**src/rtl/boot_copy_pkg.sv**
```systemverilog
// boot_copy_pkg: state type and constants shared by the boot copy engine
package boot_copy_pkg;
  typedef enum logic [1:0] {IDLE, READ, WRITE, DONE} boot_copy_state_e;
  localparam int BOOT_WORD_BYTES = 4;
  localparam logic [31:0] TCM_BASE_ADDR = 32'h0000_0000;
endpackage

```
**src/rtl/boot_copy_engine.sv**
```systemverilog
// boot_copy_engine: copies the boot ROM image into the TCM, then enables core fetch
module boot_copy_engine
  import boot_copy_pkg::*;
#(
  parameter int Depth = 42,
  parameter int DataWidth = 32,
  parameter int RomAddrWidth = $clog2(Depth * 4),
  parameter int TcmAddrWidth = 32,
  parameter logic [TcmAddrWidth-1:0] TcmBaseAddr = TcmAddrWidth'(TCM_BASE_ADDR)
) (
  input  logic                       clk_i,
  input  logic                       rst_i,
  input  logic                       start_i,
  output logic                       bootrom_req_o,
  output logic [RomAddrWidth-1:0]    bootrom_addr_o,
  input  logic [DataWidth-1:0]       bootrom_rdata_i,
  output logic                       tcm_req_o,
  output logic                       tcm_we_o,
  output logic [DataWidth/8-1:0]     tcm_be_o,
  output logic [TcmAddrWidth-1:0]    tcm_addr_o,
  output logic [DataWidth-1:0]       tcm_wdata_o,
  input  logic                       tcm_gnt_i,
  output logic                       busy_o,
  output logic                       boot_done_o,
  output logic                       core_fetch_en_o,
  output logic [DataWidth-1:0]       checksum_o,
  output logic [$clog2(Depth+1)-1:0] word_cnt_o
);
  localparam int IdxW = Depth > 1 ? $clog2(Depth) : 1;
  localparam int CntW = $clog2(Depth + 1);
  localparam int OffW = $clog2(BOOT_WORD_BYTES);
  boot_copy_state_e state, state_n;
  logic [IdxW-1:0] idx;
  logic [IdxW+OffW-1:0] offset;
  logic last, fire;
  assign offset = {idx, OffW'(0)};
  assign last = idx == IdxW'(Depth - 1);
  assign fire = state == WRITE && tcm_gnt_i;
  assign tcm_be_o = '1;
  always_ff @(posedge clk_i) begin
    if (rst_i) begin
      state <= IDLE;
      idx <= '0;
      checksum_o <= '0;
      word_cnt_o <= '0;
    end else begin
      state <= state_n;
      if (fire) begin
        checksum_o <= checksum_o ^ bootrom_rdata_i;
        word_cnt_o <= word_cnt_o + CntW'(1);
        idx <= last ? idx : idx + IdxW'(1);
      end
    end
  end
  // ROM data stays valid through WRITE because no new read is issued until the grant
  always_comb begin
    state_n = state == IDLE ? (start_i ? READ : IDLE)
            : state == READ ? WRITE
            : state == WRITE ? (tcm_gnt_i ? (last ? DONE : READ) : WRITE)
            : DONE;
    bootrom_req_o = state == READ;
    bootrom_addr_o = state == READ ? RomAddrWidth'(offset) : '0;
    tcm_req_o = state == WRITE;
    tcm_we_o = state == WRITE;
    tcm_addr_o = state == WRITE ? TcmBaseAddr + TcmAddrWidth'(offset) : '0;
    tcm_wdata_o = state == WRITE ? bootrom_rdata_i : '0;
    busy_o = state == READ || state == WRITE;
    boot_done_o = state == DONE;
    core_fetch_en_o = state == DONE;
  end
endmodule

```
**config.mk**
```make
export PLATFORM = sky130hd
export DESIGN_NAME = boot_copy_engine
export DESIGN_NICKNAME = d
export VERILOG_FILES = /design/src/rtl/boot_copy_pkg.sv /design/src/rtl/boot_copy_engine.sv
export SDC_FILE = /design/constraint.sdc
export NUM_CORES = 1
export LEC_CHECK = 0
export CAP_MARGIN = 20
export CORE_ASPECT_RATIO = 0.75
export CORE_MARGIN = 10
export CORE_UTILIZATION = 34
export CTS_CLUSTER_SIZE = 25
export DETAILED_ROUTE_END_ITERATION = 10
export GPL_TIMING_DRIVEN = 0
export PLACE_DENSITY = 0.77
export SLEW_MARGIN = 0
export SYNTH_ARGS = -nofsm -noshare
export SYNTH_HDL_FRONTEND = slang
export SYNTH_SLANG_ARGS = --single-unit
export TNS_END_PERCENT = 1
```
**constraint.sdc**
```tcl
create_clock -name clk_i -period 1.4 [get_ports clk_i]
set_input_delay 0.28 -clock clk_i [delete_from_list [all_inputs] [get_ports clk_i]]
set_output_delay 0.28 -clock clk_i [all_outputs]
set_load 0.005 [all_outputs]
```
======== After elaboration in Yosys (flattened, before gate mapping) ========
Index checks and enable logic that the tools add are counted.
storage, ports and cells
  bits in registers ....................... 46
  input port bits ......................... 36
  output and inout port bits .............. 120
  logic and storage cells ................. 25
operators by class
  $add $sub $neg .......................... 2
  eq/ne operators ......................... 4
  multiplexer cells ....................... 9
  bitwise operators ....................... 2
  reductions and logical operators ........ 4
operators by type and width
  kind                                                                   count
  32-bit 2-to-1 mux                                                      1
  32-bit XOR                                                             1
  8-bit 2-to-1 mux                                                       2
  6-bit by 1-bit adder with 6-bit output, second input constant          2
  2-bit 2-to-1 mux                                                       5
  6-bit equality test, second input constant                             1
  2-bit equality test, second input constant                             2
  2-bit by 1-bit equality test with 1-bit output, second input constant  1
  2-bit zero test                                                        1
  2-bit AND reduction                                                    1
  1-bit logical AND                                                      1
  1-bit logical OR                                                       1
  1-bit 2-to-1 mux                                                       1
  1-bit inverter                                                         1

======== Depth between registers and ports, before layout ========
Gate-level depths: netlist of run 1.
  word-level depth ........................ 6
  mapped depth ............................ 7
  gate-level depth less buffers ........... 5

======== Least setup slack after synthesis of run 1 ========
No wires, ideal clock.
  path kind ............................... reg2reg
  start ................................... register state[0]
  end ..................................... register word_cnt_o[3]
  library setup time ...................... 0.121 ns
  arrival time ............................ 1.356 ns
  data required time ...................... 1.279 ns
  slack ................................... -0.077 ns
  cell stages (with the launch flop) ...... 7
  path buffers ............................ 1
  period minus slack after synthesis ...... 1.477 ns
  cell sequence ........................... dfxtp_1 -> inv_1 -> ha_1 -> and2_1 -> buf_4 -> nand4_1 -> mux2_2
between the ends
  word-level cells in the longest chain between the ends .. 2
ends and longest elaborated chain
  item                    line                    source
  start, declared         boot_copy_engine.sv:32  boot_copy_state_e state, state_n;
  start signal, assigned  boot_copy_engine.sv:47  state <= state_n;
  2-bit equality test     --
  named net tcm_req_o     boot_copy_engine.sv:17  output logic tcm_req_o,
  1-bit logical AND       boot_copy_engine.sv:38  assign fire = state == WRITE && tcm_gnt_i;
  end signal, assigned    boot_copy_engine.sv:50  word_cnt_o <= word_cnt_o + CntW'(1);
  end, declared           boot_copy_engine.sv:27  output logic [$clog2(Depth+1)-1:0] word_cnt_o
The timed path passes the listed nets, and every way through them passes these cells.
A chain may end at the register's enable or synchronous reset.

======== Worst setup path after layout of run 1 ========
  start ................................... register state[0]
  end ..................................... output tcm_addr_o[7]
between the ends
  word-level cells in the longest chain between the ends .. 2
ends and longest elaborated chain
  item                 line                    source
  2-bit equality test  boot_copy_engine.sv:65  tcm_addr_o = state == WRITE ? TcmBaseAddr + TcmAddrWidth'(offset) : '0;
  8-bit 2-to-1 mux     boot_copy_engine.sv:65
  end, declared        boot_copy_engine.sv:20  output logic [TcmAddrWidth-1:0] tcm_addr_o,
Every way passes these cells.

==> results of run 1 <==
-- placed cells by master, fill, tap and decap left out, types with 2 or more instances in the layout --
| master | netlist | layout |
|---|---|---|
| buf_2 | 6 | 14 |
| o21ai_0 | 4 | 4 |
| clkbuf_8 | 0 | 7 |
| dlygate4sd2_1 | 0 | 38 |
| and2_1 | 45 | 19 |
| dfxtp_1 | 46 | 37 |
| nand3_1 | 35 | 25 |
| mux2_2 | 3 | 3 |
| conb_1 | 2 | 32 |
| nand2b_1 | 2 | 2 |
| buf_6 | 0 | 37 |
| xor2_1 | 33 | 33 |
| nand3_2 | 0 | 10 |
| nand4_1 | 5 | 5 |
| dfxtp_2 | 0 | 5 |
| inv_1 | 5 | 3 |
| nor2_1 | 39 | 39 |
| ha_4 | 0 | 4 |
| clkbuf_4 | 0 | 2 |
| or3_1 | 3 | 3 |
| clkdlybuf4s50_1 | 0 | 35 |
| dfxtp_4 | 0 | 4 |
| clkbuf_2 | 0 | 11 |
| buf_8 | 0 | 7 |
| a21oi_1 | 6 | 3 |
| nand2_1 | 6 | 5 |
| buf_4 | 39 | 44 |
| ha_1 | 7 | 3 |
| and2_4 | 0 | 26 |
| nor2b_1 | 3 | 3 |
| a21oi_2 | 0 | 3 |
-- metrics by stage --
stage / setup slack (ns) / hold WS [ns] / instance area, µm²
after detailed placement: -0.8891 / 0.4897 / 4031
after global routing: -0.4358 / 0.5221 / 4462
after floorplan: -0.02051 / 0.4160 / 2674
final: -0.3807 / 0.4976 / 4462
after global placement: -0.8408 / 0.4761 / 4031
after CTS: -0.3922 / 0.4962 / 4342
-- metal layers --
| metal | up-vias | GRT usage, % |
|---|---|---|
| met5 | - | 0 |
| met4 | 0 | 1.703 |
| met3 | 2 | 5.844 |
| met2 | 89 | 26.74 |
| met1 | 1210 | 16.90 |
| li1 | 1278 | - |
-- what timing repair did --
item                                    4_1_cts  5_1_grt
resized for setup                           303       51
endpoints found under the setup margin      134       91
hold buffers                                  0        0
setup buffers                                13        1
pin swaps                                    22        5
cloned                                        2        0
-- power breakdown --
part	total, mW	switching (mW)	internal [mW]	leakage [nW]
combinational	1.41	0.587	0.821	1.71
sequential	1.45	0.0684	1.39	0.378
clock	0.836	0.437	0.399	0.0482
total	3.70	1.09	2.61	2.14
-- logic make-up after synthesis --
group	Yosys count
buffers and inverters	57
flip-flops	46
multiplexers	3
other	2
adder cells (fa/ha/maj)	7
XOR/XNOR	34
AO/OA/AOI/OAI	18
AND/OR/NAND/NOR	140
-- sequential cells by signal, indices dropped and copies added (netlist names) --
name and count:
word_cnt_o 6, checksum_o 32, idx 6, state 2
-- final cells by class --
| cell class | count | area (µm²) | share of cell area [%] |
|---|---|---|---|
| Multi-Input combinational cell | 234 | 1562 | 35.00 |
| Timing Repair Buffer | 139 | 1274 | 28.55 |
| Sequential cell | 46 | 942.2 | 21.12 |
| Buffer | 52 | 445.4 | 9.983 |
| Tap cell | 101 | 126.4 | 2.832 |
| Clock buffer | 7 | 86.33 | 1.935 |
| Inverter | 5 | 21.27 | 0.4767 |
| Clock inverter | 1 | 5.005 | 0.1122 |
-- worst reg2reg max path, stage by stage, from the launching register on --
cell       delay [ns]
dfxtp_4          0.37
inv_4            0.06
ha_4             0.14
buf_8            0.13
buf_4            0.13
buf_4            0.12
nor4bb_1         0.30
a2bb2oi_1        0.10
o311ai_0         0.11
-- worst min-delay path by stage --
stage | from | to | slack [ns] | cells past startpoint
4_1_cts | word_cnt_o[1] | word_cnt_o[1] | 0.50 | 2
5_1_grt | word_cnt_o[1] | word_cnt_o[1] | 0.52 | 2
3_5_place_dp | word_cnt_o[5] | word_cnt_o[5] | 0.49 | 2
3_3_place_gp | word_cnt_o[5] | word_cnt_o[5] | 0.48 | 2
2_1_floorplan | start_i | state[0] | 0.42 | 2
6_report | word_cnt_o[5] | word_cnt_o[5] | 0.50 | 2
==> metrics.md, run 1 <==
| Metric | Value |
|---|---|
| Crit path max-delay cell type | `dfxtp_4` |
| Post-synthesis cell count | `307` |
| Clock Path Buffers | `2` |
| Kind of cell adding the most delay to the critical path | `buffers and inverters` |
| Nets | `526` |
| Unique masters post-synth | `31` |
| CP max stage delay | `0.37 ns` |
| Slew Limit Fails | `0` |
| Final setup margin | `-0.3807 ns` |
| Final Setup Violations | `74` |
| Post-synth top cells | `46 x dfxtp_1, 45 x and2_1, 39 x buf_4, 39 x nor2_1, 35 x nand3_1` |
| Wire length on met3 | `714 µm` |
| Die Area | `11430 µm²` |
| Vias in the first global route | `2612` |
| Synth warn | `0` |
| CTS tree | `done` |
| CTS H-tree lvls | `2` |
| Worst Path Required | `1.12 ns` |
| First-pass GRT wire length | `14030 µm` |
| Remaining DRCs | `0` |
| Syn avg cell area | `8.335 µm²` |
| Synth Area in Adders | `3.423%` |
| DRT Wirelength | `9081 µm` |
| Synth Area in XOR/XNOR | `11.64%` |
| GR Util All Layers | `14.85%` |
| CP Cell Sequence | `inv_4 -> ha_4 -> buf_8 -> buf_8 -> buf_6 -> and2_4 -> buf_6` |
| Final TNS setup | `-15.84 ns` |
| Most common cell in the netlist | `dfxtp_1` |
| Clk root buf | `clkbuf_8` |
| Area Overhead vs Synth | `74.38%` |
| Final Non-Filler Cells | `585` |
| EDFF count, synth | `0` |
| Skew-Pair Late Insertion Delay | `0.29 ns` |
| Routed len/inst | `15.52 µm` |
| Power per cell area | `828.9 nW/µm²` |
| Critical path type | `register to output pin` |
| Final Util | `60.86%` |
| Failing checks | `negative setup slack` |
| Critical Path Start | `state[0]` |
| CP Depth | `7` |
| Highest clock rate | `561.6 MHz` |
| Grt ovf | `0` |
| Fin crit share | `127.2%` |
| Largest family of logic cells by synthesized area | `simple AND/OR/NAND/NOR gates` |
| Worst-path fanout max | `6` |
| Filler cells | `668` |
| # clock sinks | `46` |
| Reg2reg end | `idx[0]` |
| CP Capture Type | `output pin` |
| R2r startpoint | `state[0]` |
| P_leak | `2.138 nW` |
| Max IR drop VDD | `0.4190 mV` |
| CTS Buf Count | `5` |
| Cell Area, Synth | `2559 µm²` |
| Crit path to | `tcm_addr_o[7]` |
| Top cell type's share of synthesized area | `35.99%` |
| Crit path DAT | `1.50 ns` |
| Seq/Total Area, Yosys | `35.99%` |
| Synth Flop Type | `dfxtp_1` |
| FFs w/ async S/R, synth | `0%` |
| Max-Cap Viols | `0` |
| Buf+Inv Stages, Crit Path | `5` |
| IO Count | `156` |
| Mux cell area share after synthesis | `1.320%` |
| Hpwl dp | `6736 µm` |
| Starting Density | `34.90%` |
| Initial antenna violation count | `0` |
| GP Congestion | `0.8526` |
| Die span in x | `120.2 µm` |
| Clock transition at path regs | `0.09 ns` |
| Area contributors post-synth | `dfxtp_1 36%, buf_4 11%, xor2_1 11%` |
| Leading area contributor after synthesis | `dfxtp_1` |
| Met2 wire length | `4511 µm` |
| DP Cell Count | `561` |
| Hold/Removal Path Class | `register to register` |
| Detailed Routing Iterations Pass 1 | `4` |
| Final Hold Viols | `0` |
| Met1 WL | `3838 µm` |
| Total power draw | `3.698 mW` |
| R2r setup slk | `-0.16 ns` |
| Core area | `7331 µm²` |
| Status | `finished, violations left` |
| Vias | `2579` |
| # diodes | `0` |
| Port bufs | `123` |
| Clock Skews | `0.004805 ns` |
| Vias/cell | `4.409` |
| Post-Synth Simple-Gate Area | `28.31%` |
| Post-synthesis compound-gate area fraction | `4.645%` |
| Row Count | `27` |
| Top Metal Used | `met4` |
| Minimum clock period | `1.781 ns` |
| Die H | `95.13 µm` |
| Startpoint type of the worst setup path | `register` |
| Layout cell share with drive strength beyond 1 | `37.60%` |
| Antenna Violating Nets Remaining | `0` |
| Initial DRC count | `88` |
| RSZ-0062 raised after global routing | `yes` |
| Synth Register Bits | `46` |
| Reg2reg path depth | `8` |
| Largest net degree at the start of global routing | `14` |
(Power assumes the default switching activity.)
==> run 2, diff against run 1 <==
--- a/config.mk
+++ b/config.mk
@@ -13,6 +13,7 @@
 export DETAILED_ROUTE_END_ITERATION = 10
 export GPL_TIMING_DRIVEN = 0
 export PLACE_DENSITY = 0.77
+export SETUP_SLACK_MARGIN = 0.5
 export SLEW_MARGIN = 0
 export SYNTH_ARGS = -nofsm -noshare
 export SYNTH_HDL_FRONTEND = slang
==> metrics.md, run 2 (synthesized netlist as in run 1, its figures left out) <==
| Metric | Value |
|---|---|
| Hpwl dp | `6932 µm` |
| Internal power | `2.766 mW` |
| Final Util | `62.81%` |
| Clk root buf | `clkbuf_8` |
| Die Area | `11430 µm²` |
| GR Util All Layers | `15.55%` |
| CTS Buf Count | `5` |
| Port bufs | `123` |
| Net Sw Frac | `29.25%` |
| Detailed Routing Iterations Pass 1 | `4` |
| Die span in x | `120.2 µm` |
| Most frequent cells in the layout | `50 x buf_6, 47 x buf_4, 39 x nor2_1, 36 x clkdlybuf4s50_1, 33 x xor2_1` |
| Hold/Removal Path Class | `register to register` |
| P_leak | `2.057 nW` |
| Fin crit share | `128.8%` |
| Crit path DAT | `1.52 ns` |
| Core area | `7331 µm²` |
| # clock sinks | `46` |
| Clock Skews | `0.004320 ns` |
| CTS H-tree lvls | `2` |
| Max-Cap Viols | `0` |
| Vias in the first global route | `2778` |
| Clock share of power | `25.5%` |
| Final Hold Viols | `0` |
| Skew-Pair Late Insertion Delay | `0.30 ns` |
| Initial DRC count | `78` |
| First-pass GRT wire length | `14500 µm` |
| Final setup margin | `-0.4028 ns` |
| Starting Density | `34.90%` |
| Gate power share | `37.0%` |
| Die H | `95.13 µm` |
| Slew Limit Fails | `0` |
| Layout cell share with drive strength beyond 1 | `49.49%` |
| Failing checks | `negative setup slack` |
| Pre-CTS setup slack | `-0.6345 ns` |
| Reg power frac | `37.5%` |
| Critical path type | `register to output pin` |
| NetSw | `1.144 mW` |
| CTS tree | `done` |
| Row Count | `27` |
| Final Setup Violations | `82` |
| Largest regs | `checksum_o: 32 flops, idx: 6 flops, word_cnt_o: 6 flops` |
| Worst Path Required | `1.12 ns` |
| Remaining DRCs | `0` |
| Antenna Violating Nets Remaining | `0` |
| Max IR drop VDD | `0.4542 mV` |
| Grt ovf | `0` |
| Hold-fix buffers at CTS | `0` |
| # diodes | `0` |
| Largest Register | `checksum_o` |
| Highest clock rate | `554.7 MHz` |
| Vias/cell | `4.413` |
| Clock transition at path regs | `0.09 ns` |
| DRT Wirelength | `9493 µm` |
| Routed len/inst | `16.14 µm` |
| Clock Path Buffers | `2` |
| Area Overhead vs Synth | `79.95%` |
| Nets | `529` |
| Largest net degree at the start of global routing | `16` |
| Status | `finished, violations left` |
| Initial antenna violation count | `0` |
| Minimum clock period | `1.803 ns` |
| IO Count | `156` |
| GP Congestion | `0.7986` |
| Commonest non-fill, non-tap cell in the layout | `buf_6` |
| Power per cell area | `849.1 nW/µm²` |
| RSZ-0062 raised after global routing | `yes` |
| Worst-path fanout max | `6` |
| CP Capture Type | `output pin` |
| Filler cells | `641` |
| Max FFs per register | `32` |
| Startpoint type of the worst setup path | `register` |
| Vias | `2595` |
==> run 2: per-stage QoR <==
stage | instances | power, mW | cell area [µm²] | hold slack, ns | setup TNS [ns]
final | 588 | 3.910 | 4604 | 0.5082 | -18.89
after global routing | 588 | 4.137 | 4604 | 0.5191 | -23.74
after CTS | 584 | 3.823 | 4438 | 0.4898 | -16.71
after detailed placement | 561 | 2.576 | 4056 | 0.4895 | -40.86
after global placement | 561 | 2.550 | 4056 | 0.4716 | -38.90
after floorplan | 337 | 1.986 | 2699 | 0.4084 | 0
==> run 2: power groups by stage <==
stage                     Clock (mW)  Combinational [mW]  Sequential [mW]
after floorplan                    0               0.512             1.47
after global placement             0                1.07             1.48
after detailed placement           0                1.09             1.48
after CTS                       1.03                1.33             1.46
after global routing            1.09                1.57             1.48
final                          0.996                1.45             1.47
==> run 2: routing by layer <==
layer	track usage, %	share of wire, %	vias to the layer above
met5	0	0	-
met1	17.10	40	1210
met3	7.438	9.1	6
met4	3.507	0.76	0
met2	26.97	50	94
li1	-	-	1285
==> run 2: worst max-delay path: stages, from the launching register on <==
cell	delay (ns)
dfxtp_2	0.36
inv_2	0.05
ha_4	0.18
buf_16	0.13
buf_8	0.12
buf_6	0.12
and2_1	0.14
buf_2	0.12
==> run 2: layout make-up <==
type	count	area, µm²	area share (%)
multi-input combinational	234	1605	34.86
timing repair buffer	142	1326	28.80
sequential	46	964.7	20.95
buffer	52	449.2	9.755
tap	101	126.4	2.745
clock buffer	5	68.82	1.495
clock inverter	3	45.04	0.9783
inverter	5	18.77	0.4076
==> run 2: path summary, 6_finish.rpt <==
| path | startpoint | to | slack (ns) | depth (start not counted) |
|---|---|---|---|---|
| setup reg to reg | state[0] | idx[3] | -0.27 | 8 |
| hold / removal | word_cnt_o[5] | word_cnt_o[5] | 0.51 | 2 |
| setup / recovery | state[0] | tcm_addr_o[2] | -0.40 | 7 |
| hold reg to reg | word_cnt_o[5] | word_cnt_o[5] | 0.51 | 2 |
==> run 2: what timing repair did <==
action / in CTS / in global routing
pin swaps: 41 / 14
resized for setup: 385 / 79
setup endpoints to repair: 134 / 134
cloned: 3 / 0
setup buffers: 12 / 4
==> run 3, diff against run 2 <==
--- a/config.mk
+++ b/config.mk
@@ -9,6 +9,7 @@
 export CORE_ASPECT_RATIO = 0.75
 export CORE_MARGIN = 10
 export CORE_UTILIZATION = 34
+export CTS_CLUSTER_DIAMETER = 100
 export CTS_CLUSTER_SIZE = 25
 export DETAILED_ROUTE_END_ITERATION = 10
 export GPL_TIMING_DRIVEN = 0
==> results of run 3 <==
Final layout, timing and power as in run 2 (identical DEF).
==> RTL edit (settings of run 1) <==
The 4 states of `boot_copy_state_e` get a one-hot encoding in 4 bits.
--- a/src/rtl/boot_copy_pkg.sv
+++ b/src/rtl/boot_copy_pkg.sv
@@ -1,5 +1,5 @@
 // boot_copy_pkg: state type and constants shared by the boot copy engine
 package boot_copy_pkg;
-  typedef enum logic [1:0] {IDLE, READ, WRITE, DONE} boot_copy_state_e;
+  typedef enum logic [3:0] {IDLE = 4'b0001, READ = 4'b0010, WRITE = 4'b0100, DONE = 4'b1000} boot_copy_state_e;
   localparam int BOOT_WORD_BYTES = 4;
   localparam logic [31:0] TCM_BASE_ADDR = 32'h0000_0000;
Formal check against the unedited RTL: no difference found for any inputs over 10 cycles, from zero or initial values and one cycle with rst_i high; not proved beyond that.
==> RTL edit against run 1 <==
The run still ends with negative setup slack left; area after synthesis is 13% higher; worst setup slack worse by 390 ps; synthesized cell count is 14% higher; cell area is 8.2% higher; sequential cell count is 2 higher; wire length is 13% higher; critical endpoint is now tcm_addr_o[3]; highest routed layer unchanged.
Power is not compared: it rests on default switching activity, and its combinational part moved more than twofold at a synthesized area within 25%.
==> RTL edit: results (changes against run 1) <==
yosys:
  synth-adder-area-share: 0.0130  # was 0.0342
  yosys-top-cells-count: "dfxtp_1 (48), nor2_1 (43), and2_1 (40)"  # was dfxtp_1 (46), and2_1 (45), buf_4 (39), nor2_1 (39), nand3_1 (35)
  synth.mux.area_fraction: 0.144  # was 0.0132
  synth_xor_area_frac: 0  # was 0.116
cts:
  cts-root-buf: "clkbuf_16"  # was clkbuf_8
  path_clk_slew_ps: 60  # was 90 ps
place:
  gp_congestion: 0.801  # was 0.853
  io_buffers: 122  # was 123
  placed_cells: 609  # was 561
  dpl_worst_slack_ps: -1040  # was -889 ps
  dp_hpwl_mm: 7.52  # was 6.74 mm
global_route:
  grt_pass1_wl_mm: 15.5  # was 14.0 mm
  grtUsageTotal: 0.148  # was 0.149
  grt_pass1_vias: 2984  # was 2,612
sta:
  layout_setup_ws_ps: -770  # was -381 ps
  fin_skew_ps: 4.11  # was 4.81 ps
  setup_viol_count_final: 97  # was 74
  tns_ps: -50030  # was -15,840 ps
route:
  wirelength_mm: 10.2  # was 9.08 mm
  drt_iter0_drc: 148  # was 88
  vias: 2932  # was 2,579
finish:
  drive_gt1_frac: 0.371  # was 0.376
  nets: 569  # was 526
run_status:
  status: "finished with violations"  # unchanged
  failed_checks: "negative setup slack"  # unchanged
[RTL edit: changes by cell type in the layout (fill, tap and decap cells not counted), moves of 11 or more]
cell and delta:
clkbuf_2 -11, and2_1 +11, nor2b_1 +33, buf_2 +20
and2_4 -16, xor2_1 -33, buf_6 -19, mux2_2 +34
[RTL edit: final timing paths]
kind | startpoint | endpoint | slack [ps] | cells after the start
max | state[0] | tcm_addr_o[3] | -770 | 6
min | word_cnt_o[3] | word_cnt_o[3] | 500 | 2
max reg2reg | state[0] | checksum_o[25] | -530 | 8
min reg2reg | word_cnt_o[3] | word_cnt_o[3] | 500 | 2
[RTL edit: layer usage]
metal | track usage | wire (µm) | vias up
met5 | 0 | 0 | -
met4 | 0.0279 | 72 | 0
met3 | 0.0685 | 990 | 6
met2 | 0.252 | 4980 | 107
met1 | 0.167 | 4180 | 1365
li1 | - | - | 1454
[RTL edit: kinds of logic (layout without fill, tap and decap cells)]
group                      count (synthesis)  in the layout
other                                      2             32
buffers and inverters                     63            215
adders and majority gates                  3              3
DFF                                       48             48
muxes                                     37             37
AOI/OAI and AO/OA                         20             20
and+or+nand+nor                          176            176
[RTL edit: layout make-up]
type	count	area, µm²	share of cell area
Buffer	56	495	0.103
Tap cell	108	135	0.0280
Inverter	7	38.8	0.00804
Clock buffer	8	146	0.0303
Timing Repair Buffer	144	1240	0.257
Sequential cell	48	976	0.202
Multi-Input combinational cell	268	1800	0.372
[RTL edit: critical path: stages, from the launching register on]
cell and delay (ps):
dfxtp_4 340, or4b_4 590, buf_6 150, buf_12 130, clkbuf_16 160, nor2_2 100
buf_2 130
[RTL edit: report_power, final]
group	internal, mW	switching (mW)
combinational	0.207	0.177
sequential	1.37	0.00950
clock	0.713	0.486
